File: src/rtl/piso_pkg.sv
// Shared types and sizing helpers for the PISO serializer.
// Build option PISO_PARITY_EN appends an even-parity bit to every frame.
package piso_pkg;

  typedef enum logic {
    IDLE  = 1'b0,
    SHIFT = 1'b1
  } piso_state_e;

`ifdef PISO_PARITY_EN
  localparam bit PARITY_EN = 1'b1;
`else
  localparam bit PARITY_EN = 1'b0;
`endif

  function automatic int frame_len(input int width, input bit parity);
    return parity ? width + 1 : width;
  endfunction

  function automatic int cnt_width(input int flen);
    return (flen <= 2) ? 1 : $clog2(flen);
  endfunction

endpackage

File: src/rtl/piso_serializer_bit_counter.sv
// Modulo-FRAME_LEN bit counter: clear restarts a frame at bit 0, enable
// advances and wraps; last flags the final bit of the frame.
module serial_bit_counter #(
  parameter int FRAME_LEN = 8,
  parameter int CW        = 3
) (
  input  logic          clk,
  input  logic          reset,
  input  logic          clear,
  input  logic          enable,
  output logic [CW-1:0] count,
  output logic          last
);

  localparam logic [CW-1:0] LAST_IDX = CW'(FRAME_LEN - 1);

  logic [CW-1:0] count_q;
  logic [CW-1:0] count_d;

  always_comb begin
    count_d = count_q;
    if (clear) begin
      count_d = '0;
    end else if (enable) begin
      count_d = (count_q == LAST_IDX) ? '0 : count_q + 1'b1;
    end
  end

  always_ff @(posedge clk or posedge reset) begin
    if (reset) begin
      count_q <= '0;
    end else begin
      count_q <= count_d;
    end
  end

  assign count = count_q;
  assign last  = (count_q == LAST_IDX);

endmodule

File: src/rtl/piso_serializer.sv
// Parallel-in serial-out stage with gapless back-to-back frames.
// Define PISO_PARITY_EN to append an even-parity bit after the data bits.
module piso_serializer
  import piso_pkg::*;
#(
  parameter int WIDTH     = 8,
  parameter bit MSB_FIRST = 1'b0
) (
  input  logic             clk,
  input  logic             reset,
  input  logic             load_valid,
  output logic             load_ready,
  input  logic [WIDTH-1:0] load_data,
  output logic             serial_out,
  output logic             serial_valid,
  output logic             frame_start,
  output logic             busy,
  output piso_state_e      state_dbg
);

  // Handshake: a word is taken on a rising edge where load_valid && load_ready;
  // load_ready is combinational and opens in IDLE or on the last frame bit.

  localparam int FRAME_LEN = frame_len(WIDTH, PARITY_EN);
  localparam int CW        = cnt_width(FRAME_LEN);

  piso_state_e      state_q, state_d;
  logic [WIDTH-1:0] shreg_q, shreg_d;
  logic             serial_out_q, serial_out_d;
  logic             serial_valid_q, serial_valid_d;
  logic             frame_start_q, frame_start_d;
  logic             busy_q, busy_d;

  logic [CW-1:0]    bit_cnt;
  logic             last_bit;
  logic             accept;
  logic             first_bit;
  logic [WIDTH-1:0] load_rest;
  logic             next_bit;
  logic [WIDTH-1:0] shreg_next;
  logic             out_bit;

  // The register holds only the bits not yet on serial_out, aligned so the
  // next one always sits at the outgoing end.
  generate
    if (MSB_FIRST) begin : g_msb
      assign first_bit  = load_data[WIDTH-1];
      assign load_rest  = load_data << 1;
      assign next_bit   = shreg_q[WIDTH-1];
      assign shreg_next = shreg_q << 1;
    end else begin : g_lsb
      assign first_bit  = load_data[0];
      assign load_rest  = load_data >> 1;
      assign next_bit   = shreg_q[0];
      assign shreg_next = shreg_q >> 1;
    end
  endgenerate

  assign load_ready = !reset && ((state_q == IDLE) || (state_q == SHIFT && last_bit));
  assign accept     = load_valid && load_ready;

  serial_bit_counter #(
    .FRAME_LEN (FRAME_LEN),
    .CW        (CW)
  ) u_bit_counter (
    .clk    (clk),
    .reset  (reset),
    .clear  (accept),
    .enable (state_q == SHIFT),
    .count  (bit_cnt),
    .last   (last_bit)
  );

`ifdef PISO_PARITY_EN
  localparam logic [CW-1:0] DATA_LAST_IDX = CW'(WIDTH - 1);

  logic parity_q, parity_d;

  assign parity_d = accept ? ^load_data : parity_q;
  // Once the last data bit is out, the parity bit follows it.
  assign out_bit  = (bit_cnt == DATA_LAST_IDX) ? parity_q : next_bit;

  always_ff @(posedge clk or posedge reset) begin
    if (reset) begin
      parity_q <= 1'b0;
    end else begin
      parity_q <= parity_d;
    end
  end
`else
  logic unused_bit_cnt;

  assign unused_bit_cnt = ^bit_cnt;
  assign out_bit        = next_bit;
`endif

  always_comb begin
    state_d        = state_q;
    shreg_d        = shreg_q;
    serial_out_d   = 1'b0;
    serial_valid_d = 1'b0;
    frame_start_d  = 1'b0;
    busy_d         = 1'b0;
    if (accept) begin
      state_d        = SHIFT;
      shreg_d        = load_rest;
      serial_out_d   = first_bit;
      serial_valid_d = 1'b1;
      frame_start_d  = 1'b1;
      busy_d         = 1'b1;
    end else if (state_q == SHIFT && !last_bit) begin
      shreg_d        = shreg_next;
      serial_out_d   = out_bit;
      serial_valid_d = 1'b1;
      busy_d         = 1'b1;
    end else if (state_q == SHIFT) begin
      state_d = IDLE;
      shreg_d = '0;
    end
  end

  always_ff @(posedge clk or posedge reset) begin
    if (reset) begin
      state_q        <= IDLE;
      shreg_q        <= '0;
      serial_out_q   <= 1'b0;
      serial_valid_q <= 1'b0;
      frame_start_q  <= 1'b0;
      busy_q         <= 1'b0;
    end else begin
      state_q        <= state_d;
      shreg_q        <= shreg_d;
      serial_out_q   <= serial_out_d;
      serial_valid_q <= serial_valid_d;
      frame_start_q  <= frame_start_d;
      busy_q         <= busy_d;
    end
  end

  assign serial_out   = serial_out_q;
  assign serial_valid = serial_valid_q;
  assign frame_start  = frame_start_q;
  assign busy         = busy_q;
  assign state_dbg    = state_q;

endmodule
File: config.mk
export PLATFORM = sky130hd
export DESIGN_NAME = piso_serializer
export DESIGN_NICKNAME = d
export VERILOG_FILES = /design/src/rtl/piso_pkg.sv /design/src/rtl/piso_serializer_bit_counter.sv /design/src/rtl/piso_serializer.sv
export SDC_FILE = /design/constraint.sdc
export NUM_CORES = 1
export LEC_CHECK = 0
export ABC_AREA = 0
export BUFFER_PORTS_ARGS = -buffer_cell sky130_fd_sc_hd__buf_2
export CAP_MARGIN = 20
export CORE_AREA = 5 5 42 44
export DETAILED_ROUTE_END_ITERATION = 16
export DIE_AREA = 0 0 47 49
export GPL_ROUTABILITY_DRIVEN = 0
export PLACE_DENSITY = 0.72
export SLEW_MARGIN = 20
export SYNTH_ARGS = -nofsm -noshare
export SYNTH_HDL_FRONTEND = slang
export SYNTH_SLANG_ARGS = --single-unit
File: constraint.sdc
create_clock -name clk -period 3 [get_ports clk]
set_input_delay 0.3 -clock clk [delete_from_list [all_inputs] [get_ports clk]]
set_output_delay 0.3 -clock clk [all_outputs]
set_load 0.01 [all_outputs]
==> flow_summary.ini <==
[cts]
clock_latency_ns = 0.29
clk_pin_slew_ns = 0.09
cts.htree.levels = 1
tritoncts = built
clock_path_buffers = 2
cts_root_buffer = clkbuf_4
cts-hold-fix-buffers = 0
cts_setup_buffers = 0
cts_resized = 0
numClockSinks = 14
numCtsBuffers = 3

[placement]
placed_area_um2 = 693.2
port_buffers = 16
hpwl_um = 787.9

[global_routing]
grt_max_degree = 15
grt_usage_pct = 10.85
grt-ovfl-total = 0
antenna_found_initial = 0
grt_first_pass_wirelength_mm = 1.787
first_global_vias = 394

[yosys]
synth_fa_ha_area_share_pct = 4.057
synth-compound-area-share_pct = 12.98
synth-seq-area-share_pct = 56.80
synth_xor_area_share_pct = 0
ys_ff_latch = 14
synth_top_family_by_area = simple AND/OR/NAND/NOR gates
ys_warn_count = 0
ys_top_cells_by_area = dfrtp_1, a221o_1, and2_1, ha_1, mux2i_1
synth.largest_area_cell = dfrtp_1
synth.avg_cell_area_um2 = 13.12
syn_inst = 47
yosys.area_share.simple_pct = 16.63
synth_nets = 60
syn-cell-area_um2 = 616.8
yosys.area.top_type_share_pct = 56.80
synthMuxAreaShare_pct = 5.071
yosysUniqueCellTypes = 20

[timing]
drv_slew = 0
max_freq_mhz = 550.7
rsz0062_at_grt = no
timing_hold_violations_final = 0
whs_ns = 0.04480
setup-violations-final = 0
min_period_ns = 1.816
tightestPinTransition_ns = 0.5093
fin_skew_ns = 0.008754
setup_tns_ns = 0
relSlewSlack_pct = 66.01
finalCritPeriodShare_pct = 60.53

[critical_path]
reg2reg_depth = 5
startpoint_type = register
timing.rr.end = shreg_q[5]
required_ns = 2.70
rr_startpoint = u_bit_counter.count[0]
rrSetupSlack_ns = 1.29
end_kind = primary output
worstSetupPathType = register to primary output
path_max_fanout = 12
arrival_ns = 1.52

[final_layout]
drive_gt1_share_pct = 45.31
area_delta_synth_final_pct = 18.26
nets = 78
multi_input_area_um2 = 239.0
ff_latch_area_um2 = 350.3
nFillCells = 139
diodes = 0
finalInstanceArea_um2 = 729.5

[hold_path]
hold_path_class = input pin to async pin

[pwr]
irDropWorstVdd_v = 0.0003484
pwr_density_cell_mw_per_mm2 = 939.5
power.leakage_nw = 0.3866

[outcome]
status = completed

[detailed_routing]
drc = 0
drt_iter0_markers = 5
vias = 403
wl_mm = 1.071
vias_per_cell = 5.038
ant_nets = 0
routedWlPerCell_um = 13.39
first_pass_iters = 4

[floorplanning]
fp.dieH_um = 49
dieArea_mm2 = 0.002303
rows = 14
core_area_mm2 = 0.001401
die_w_um = 47
start_util_pct = 44.02
io_pins = 17

[flow_run]
maxCapViolations = 0
-- cell families after synthesis --
| group | after synthesis |
|---|---|
| DFF | 14 |
| adders and majority gates | 2 |
| AOI/OAI and AO/OA | 8 |
| muxes | 3 |
| buffers and inverters | 4 |
| and+or+nand+nor | 16 |
-- synth_stat cells, drive strengths merged --
cell	number
a21o	1
a221o	6
a22o	1
and2	6
buf	2
clkbuf	1
dfrtp	14
ha	2
inv	1
mux2	1
mux2i	2
nor2	4
nor2b	3
nor3b	1
or2	2
-- how the worst max path moves through the flow --
stage	to	from	cells past startpoint
2_1_floorplan	shreg_q[0]	u_bit_counter.count[0]	6
3_3_place_gp	shreg_q[5]	u_bit_counter.count[0]	5
3_5_place_dp	shreg_q[5]	u_bit_counter.count[0]	5
4_1_cts	load_ready	u_bit_counter.count[0]	5
5_1_grt	load_ready	u_bit_counter.count[0]	5
6_report	load_ready	u_bit_counter.count[0]	5
-- critical path, stage by stage (launching register included) --
cell     delay, ns
dfrtp_1       0.39
ha_1          0.20
ha_1          0.21
nor2b_4       0.23
nor2_1        0.06
buf_2         0.14
-- power breakdown --
part | internal (mW) | leakage (nW) | switching [mW]
clock network | 0.0739 | 0.0210 | 0.0632
registers | 0.258 | 0.178 | 0.0403
logic | 0.132 | 0.188 | 0.118
total | 0.463 | 0.387 | 0.222
-- placed cells by master (no fill, tap or decap), types with 2 or more instances in the layout --
cell type  synthesis  layout
ha_1               2       2
dfrtp_1           14      14
buf_2              0      16
mux2i_1            2       2
nor2_1             4       4
clkbuf_4           0       3
or2_2              2       2
and2_1             5       5
a221o_1            5       5
-- stage by stage --
stage	instances	util [%]	worst slack, ns	power [mW]
2_1_floorplan	47	-	1.497	0.5025
3_3_place_gp	76	49.46	1.334	0.5523
3_5_place_dp	76	49.46	1.300	0.5574
4_1_cts	80	52.05	1.181	0.6922
5_1_grt	80	52.05	1.054	0.7413
6_report	80	52.05	1.184	0.6853
-- layer usage --
metal / global-route usage (%) / share of wire (%) / vias up
li1: - / - / 200
met1: 13.99 / 45 / 191
met4: 6.912 / 1.4 / 0
met5: 0 / 0 / -
met3: 3.690 / 6.7 / 2
met2: 14.93 / 47 / 10
-- flip-flops by register name, summed over array words and instances, names as in the netlist --
| name | flops |
|---|---|
| frame_start | 1 |
| busy | 1 |
| shreg_q | 7 |
| serial_out | 1 |
| u_bit_counter.count | 3 |
| state_dbg | 1 |
-- area by class of cell --
cell class / count / share of cell area [%]
Sequential cell: 14 / 48.03
Multi-Input combinational cell: 29 / 32.76
Tap cell: 16 / 2.744
Inverter: 1 / 0.5146
Timing Repair Buffer: 16 / 10.98
Clock buffer: 4 / 4.974
Note: power is estimated with default switching activity, not from simulation.
